===== src/rtl/rvvi_retire_serializer.sv =====
// Serializes per-cycle multi-hart retirement batches into a single record stream.
// Latency: a batch enqueued into an empty queue shows its first record one cycle later.
// Backpressure: out_ready stalls records in a DEPTH-batch FIFO; a full FIFO with no pop drops the batch.
module rvvi_retire_serializer #(
   parameter int NHART  = 1,
   parameter int RETIRE = 1,
   parameter int ILEN   = 32,
   parameter int DEPTH  = 4,
   localparam int HW    = (NHART  > 1) ? $clog2(NHART)  : 1,
   localparam int SW    = (RETIRE > 1) ? $clog2(RETIRE) : 1
) (
   input  logic                         clk,
   input  logic                         reset_n,
   input  logic [NHART*RETIRE-1:0]      in_valid,
   input  logic [NHART*RETIRE*ILEN-1:0] in_insn,
   input  logic [NHART*RETIRE-1:0]      in_trap,
   output logic                         out_valid,
   input  logic                         out_ready,
   output logic [HW-1:0]                out_hart,
   output logic [SW-1:0]                out_slot,
   output logic [ILEN-1:0]              out_insn,
   output logic                         out_trap,
   output logic [31:0]                  out_seq,
   output logic                         overflow,
   output logic [15:0]                  drop_count,
   input  logic                         clr_overflow
);

   localparam int NS = NHART * RETIRE;
   localparam int KW = (NS > 1) ? $clog2(NS) : 1;
   localparam int AW = $clog2(DEPTH);
   localparam int CW = AW + 1;

   typedef enum logic {
      ST_EMPTY = 1'b0,
      ST_DRAIN = 1'b1
   } state_t;

   // Batch storage; the head entry stays in place while its records drain
   logic [NS-1:0]      r_mem_vld  [DEPTH];
   logic [NS*ILEN-1:0] r_mem_insn [DEPTH];
   logic [NS-1:0]      r_mem_trap [DEPTH];

   logic [AW-1:0] r_wr_ptr;
   logic [AW-1:0] r_rd_ptr;
   logic [CW-1:0] r_count;

   state_t        r_state;
   logic [NS-1:0] r_rem;       // head-batch slots not yet accepted, current record included
   logic          r_out_valid;
   logic [HW-1:0] r_out_hart;
   logic [SW-1:0] r_out_slot;
   logic [ILEN-1:0] r_out_insn;
   logic          r_out_trap;
   logic [31:0]   r_seq;
   logic          r_ovf;
   logic [15:0]   r_drop_cnt;

   logic          w_accept;
   logic [NS-1:0] w_rem_after;
   logic          w_batch_done;
   logic          w_full;
   logic          w_any_in;
   logic          w_push;
   logic          w_drop;
   logic [CW-1:0] w_count_nxt;
   logic [CW-1:0] w_base;
   logic [AW-1:0] w_rd_nxt;
   logic          w_bypass;
   logic          w_reload;
   logic [NS-1:0]      w_src_vld;
   logic [NS*ILEN-1:0] w_src_insn;
   logic [NS-1:0]      w_src_trap;
   logic [NS-1:0] w_rem_nxt;
   logic [KW-1:0] w_k;
   logic [HW-1:0] w_nxt_hart;
   logic [SW-1:0] w_nxt_slot;
   logic [ILEN-1:0] w_nxt_insn;
   logic          w_nxt_trap;

   // Handshake, FIFO push/pop/drop decisions and the next head-batch source
   always_comb begin
      w_accept     = r_out_valid && out_ready;
      w_rem_after  = w_accept ? (r_rem & (r_rem - NS'(1))) : r_rem;
      w_batch_done = w_accept && (w_rem_after == '0);
      w_full       = (r_count == CW'(DEPTH));
      w_any_in     = |in_valid;
      // A full FIFO still takes the new batch when the head batch leaves this cycle
      w_push       = w_any_in && (!w_full || w_batch_done);
      w_drop       = w_any_in && !w_push;
      w_count_nxt  = r_count + CW'(w_push) - CW'(w_batch_done);
      w_base       = r_count - CW'(w_batch_done);
      w_rd_nxt     = r_rd_ptr + AW'(w_batch_done);
      // With nothing left stored, the next head is the batch arriving right now
      w_bypass     = (w_base == '0);
      w_reload     = w_batch_done || (r_count == '0);
      w_src_vld    = w_bypass ? in_valid : r_mem_vld[w_rd_nxt];
      w_src_insn   = w_bypass ? in_insn  : r_mem_insn[w_rd_nxt];
      w_src_trap   = w_bypass ? in_trap  : r_mem_trap[w_rd_nxt];
      w_rem_nxt    = w_reload ? w_src_vld : w_rem_after;
   end

   // Lowest pending slot of the next head gives the next record (hart-major order)
   always_comb begin
      w_k = '0;
      for (int i = NS - 1; i >= 0; i--) begin
         if (w_rem_nxt[i]) begin
            w_k = KW'(i);
         end
      end
      w_nxt_hart = HW'(32'(w_k) / RETIRE);
      w_nxt_slot = SW'(32'(w_k) % RETIRE);
      w_nxt_insn = w_src_insn[w_k*ILEN +: ILEN];
      w_nxt_trap = w_src_trap[w_k];
   end

   // Batch storage write; contents need no reset since pointers define validity
   always_ff @(posedge clk) begin
      if (reset_n && w_push) begin
         r_mem_vld[r_wr_ptr]  <= in_valid;
         r_mem_insn[r_wr_ptr] <= in_insn;
         r_mem_trap[r_wr_ptr] <= in_trap;
      end
   end

   // FIFO pointers and batch occupancy
   always_ff @(posedge clk) begin
      if (!reset_n) begin
         r_wr_ptr <= '0;
         r_rd_ptr <= '0;
         r_count  <= '0;
      end else begin
         r_wr_ptr <= r_wr_ptr + AW'(w_push);
         r_rd_ptr <= w_rd_nxt;
         r_count  <= w_count_nxt;
      end
   end

   // Drain FSM with registered record outputs, sequence counter and drop tracking
   always_ff @(posedge clk) begin
      if (!reset_n) begin
         r_state     <= ST_EMPTY;
         r_rem       <= '0;
         r_out_valid <= 1'b0;
         r_out_hart  <= '0;
         r_out_slot  <= '0;
         r_out_insn  <= '0;
         r_out_trap  <= 1'b0;
         r_seq       <= '0;
         r_ovf       <= 1'b0;
         r_drop_cnt  <= '0;
      end else begin
         r_rem <= w_rem_nxt;
         if (w_accept) begin
            r_seq <= r_seq + 32'd1;
         end
         case (r_state)
            ST_EMPTY: begin
               if (w_push) begin
                  r_state     <= ST_DRAIN;
                  r_out_valid <= 1'b1;
                  r_out_hart  <= w_nxt_hart;
                  r_out_slot  <= w_nxt_slot;
                  r_out_insn  <= w_nxt_insn;
                  r_out_trap  <= w_nxt_trap;
               end
            end
            ST_DRAIN: begin
               if (w_count_nxt == '0) begin
                  r_state     <= ST_EMPTY;
                  r_out_valid <= 1'b0;
               end else if (w_accept) begin
                  // Fields only move on acceptance, so they hold while stalled
                  r_out_valid <= 1'b1;
                  r_out_hart  <= w_nxt_hart;
                  r_out_slot  <= w_nxt_slot;
                  r_out_insn  <= w_nxt_insn;
                  r_out_trap  <= w_nxt_trap;
               end
            end
            default: begin
               r_state     <= ST_EMPTY;
               r_out_valid <= 1'b0;
            end
         endcase
         // A drop in the same cycle as a clear wins, leaving a fresh count of one
         if (clr_overflow) begin
            r_ovf      <= w_drop;
            r_drop_cnt <= w_drop ? 16'd1 : 16'd0;
         end else if (w_drop) begin
            r_ovf <= 1'b1;
            if (r_drop_cnt != 16'hFFFF) begin
               r_drop_cnt <= r_drop_cnt + 16'd1;
            end
         end
      end
   end

   assign out_valid  = r_out_valid;
   assign out_hart   = r_out_hart;
   assign out_slot   = r_out_slot;
   assign out_insn   = r_out_insn;
   assign out_trap   = r_out_trap;
   assign out_seq    = r_seq;
   assign overflow   = r_ovf;
   assign drop_count = r_drop_cnt;

endmodule


===== config.mk =====
export PLATFORM = sky130hd
export DESIGN_NAME = rvvi_retire_serializer
export DESIGN_NICKNAME = d
export VERILOG_FILES = /design/src/rtl/rvvi_retire_serializer.sv
export SDC_FILE = /design/constraint.sdc
export NUM_CORES = 1
export LEC_CHECK = 0
export ABC_CLOCK_PERIOD_IN_PS = 6700
export CAP_MARGIN = 10
export CORE_UTILIZATION = 35
export CTS_CLUSTER_DIAMETER = 50
export CTS_CLUSTER_SIZE = 30
export DETAILED_ROUTE_END_ITERATION = 8
export GPL_ROUTABILITY_DRIVEN = 0
export PLACE_DENSITY = 0.64
export SLEW_MARGIN = 25
export SYNTH_ARGS = -nofsm -noshare
export SYNTH_HDL_FRONTEND = slang
export SYNTH_SLANG_ARGS = --single-unit

===== constraint.sdc =====
create_clock -name clk -period 6.7 [get_ports clk]
set_input_delay 2.01 -clock clk [delete_from_list [all_inputs] [get_ports clk]]
set_output_delay 2.01 -clock clk [all_outputs]
set_load 0.02 [all_outputs]

==> summary.txt <==
Outcome
  • Outcome: complete, no violations

Clock tree
  • H-tree depth: 1
  • Clock Latency Late Sink: approximately 510 ps
  • Clock buffer count from CTS: 25
  • Root buf cell: clkbuf_16
  • Hold buffer count at cts: 0
  • Clk slew on worst S/H paths: ~70 ps
  • CTS tree: built
  • Buffer count from post-CTS setup fixing: 0
  • Clk buf depth: 3
  • Clock tree sinks: between 200 and 250
  • Post_cts resized: 0

Floorplanning
  • I/O pins: around 120
  • Rows: 59
  • Die ar.: between 0.02 and 0.03 mm²
  • Initial Util: 0.356
  • Die Span X: 165 µm
  • Core area: approximately 0.026 mm²
  • DIE HEIGHT: around 160 µm

Final layout
  • Layout Cells excl Fill: approximately 1.2k
  • Synth-to-layout area growth: 25.9%
  • # diodes: 0
  • Layout cells sized above 1: 0.141
  • Fin nets: 855

Synthesis
  • Asr flop ratio synth: 0
  • Post-synthesis sequential area ratio: 0.624
  • Mapped Cells: ~700
  • Synth unique cells: between 50 and 60
  • Top-area cell type share of the netlist area: 0.427
  • YS warnings: 0
  • Post-synthesis cell area: around 0.0093 mm²
  • Yosys top cell by area: edfxtp_1
  • Top cells by area, synth: edfxtp_1, dfxtp_1, mux4_2, nand2_1, a21oi_1
  • Yosys reg bits: between 200 and 250
  • Ys flop type: edfxtp_1
  • Syn Area/Cell: about 13 µm²
  • EDFF count, synth: 132

Timing
  • Crit share post-route: 0.780
  • Actual slew at the worst max-slew pin: between 900 and 1000 ps
  • Fmax: about 190 MHz
  • Clock skew: 8.54 ps
  • Rel. slew slack: 0.337
  • RSZ-0062 raised after global routing: false
  • Setup violators final: 0
  • Worst-case hold slack: 479 ps
  • Min cycle time layout: between 5000 and 6000 ps
  • Hold Vio Cnt, Final: 0
  • Max Slew Vio Count: 0
  • Setup TNS: 0 ps

Setup path
  • CP Class: input pin to flop
  • Critical Path Fanout Max: 36
  • Setup crit start kind: input pin
  • Launch point of the worst reg-to-reg path: r_count[2]
  • CP endpoint kind: flop
  • WP data arrival: roughly 5600 ps
  • CP Data Required Time: 7110 ps
  • Start point of the critical path: out_ready

Pwr
  • LEAKAGE: 3.79 nW
  • Power Density: ~360 mW/mm²
  • VDD IR max: around 270 µV

Route
  • Drt first pass iters: 5
  • Total Routed Length: between 20 and 25 mm
  • Remaining DRCs: 0
  • Vias per Instance: around 5.3
  • DRT antenna net count: 0
  • DR iter-0 viols: around 460
  • DR WL/cell: approximately 18 µm
  • Via Count: approximately 6.1k

Global route
  • First-pass GRT wire length: 32.3 mm
  • Pin count of the biggest net entering global routing: slightly below 50
  • Initial antenna violation count: 0
  • Vias in the first global route: ~5.8k
  • Total grt overflow: 0
  • Total track usage: 0.154

Worst hold path
  • Hold Path Class: flop to flop
  • Worst Min Path Start: overflow

Job
  • # Max-Cap Violations: 0

Placed design
  • Port Buffers: 120
  • Placed cells: roughly 1.1k
  • Dpl hpwl: 12.7 mm
placed cells by master (no fill, tap or decap), drive strengths merged, types with 8 or more instances in the layout:
cell type	netlist	routed
inv	12	20
or4	15	15
nor2	19	19
a311oi	34	34
buf	25	11
nand4	15	15
edfxtp	132	132
nand3	17	17
o31ai	13	13
o21ai	13	13
clkbuf	18	30
clkdlybuf4s50	0	120
nand2	92	92
a21oi	63	63
mux4	33	33
xor2	8	8
dfxtp	91	91
or3	13	13
and4	10	10
state kept, by name, summed over array words and instances (netlist names):
| register | count |
|---|---|
| drop_count | 16 |
| out_insn | 32 |
| out_seq | 32 |
| out_trap | 1 |
| out_valid | 1 |
| overflow | 1 |
| r_count | 3 |
| r_mem_insn | 128 |
| r_mem_trap | 4 |
| r_rd_ptr | 2 |
| r_state | 1 |
| r_wr_ptr | 2 |
report_power, final:
group          total, W  leakage, nW  internal (W)  switching, W
registers       0.00170         1.94       0.00160     0.0000960
logic           0.00111         1.43      0.000465      0.000648
clock network   0.00142        0.420      0.000838      0.000579
total           0.00423         3.79       0.00291       0.00132
layout make-up:
| cell class | count | area (µm²) |
|---|---|---|
| clock buffers | 30 | 654 |
| clock inverters | 16 | 211 |
| fillers | 2344 | 14400 |
| inverters | 12 | 45.0 |
| multi-input cells | 416 | 3270 |
| flip-flops and latches | 223 | 5790 |
| well taps | 335 | 419 |
| repair buffers | 131 | 1300 |
path summary, 6_finish.rpt:
path                  end  slack (ps)  cells after the start
max          out_insn[31]        1470                     12
min              overflow         480                      2
max reg2reg  out_insn[31]        2850                     12
min reg2reg      overflow         480                      2
routing by layer:
| layer | wire (µm) | global-route usage | vias up |
|---|---|---|---|
| met1 | 9480 | 0.213 | 3030 |
| met3 | 1020 | 0.0306 | 30 |
| met4 | 350 | 0.0384 | 0 |
| met5 | 0 | 0 | - |
| met2 | 9820 | 0.246 | 133 |
| li1 | - | - | 2938 |
Yosys cell counts, drive strengths merged, types with 2 or more instances:
library cell / n
edfxtp: 132
nand2: 92
dfxtp: 91
a21oi: 63
a311oi: 34
mux4: 33
buf: 25
nor2: 19
clkbuf: 18
nand3: 17
nand4: 15
or4: 15
o21ai: 13
o31ai: 13
or3: 13
inv: 12
and4: 10
xor2: 8
and2: 7
ha: 7
nand2b: 6
and3: 5
o41ai: 5
xnor2: 5
o311ai: 4
nor3: 3
nor3b: 3
nor4: 3
a21boi: 2
mux2i: 2
o211ai: 2
o31a: 2
critical path: stages:
cell             delay (ps)
clkdlybuf4s50_1         530
nand2_1                 150
inv_1                   200
ha_1                    260
inv_1                    60
ha_1                    130
inv_1                    40
fa_1                    370
xnor3_2                 270
nand4b_4                520
and2_2                  720
a311oi_1                350
logic make-up after synthesis:
family	Yosys count	share of synthesized area
AO/OA/AOI/OAI	144	0.111
flip-flops	223	0.624
buffers and inverters	55	0.0309
adder cells (fa/ha/maj)	8	0.0116
XOR/XNOR	14	0.0148
AND/OR/NAND/NOR	213	0.126
other	1	0.000404
multiplexers	35	0.0823
through the flow:
| step | total power, W | instance area (µm²) | utilization | setup slack (ps) |
|---|---|---|---|---|
| global placement | 0.00284 | 10800 | 0.415 | 1030 |
| global route | 0.00443 | 11700 | 0.448 | 1250 |
| finish | 0.00423 | 11700 | 0.448 | 1470 |
| detailed placement | 0.00286 | 10800 | 0.415 | 929 |
| CTS | 0.00429 | 11700 | 0.448 | 1450 |
| floorplan | 0.00245 | 9280 | - | 1290 |
Power figures use the tool's default switching activity.
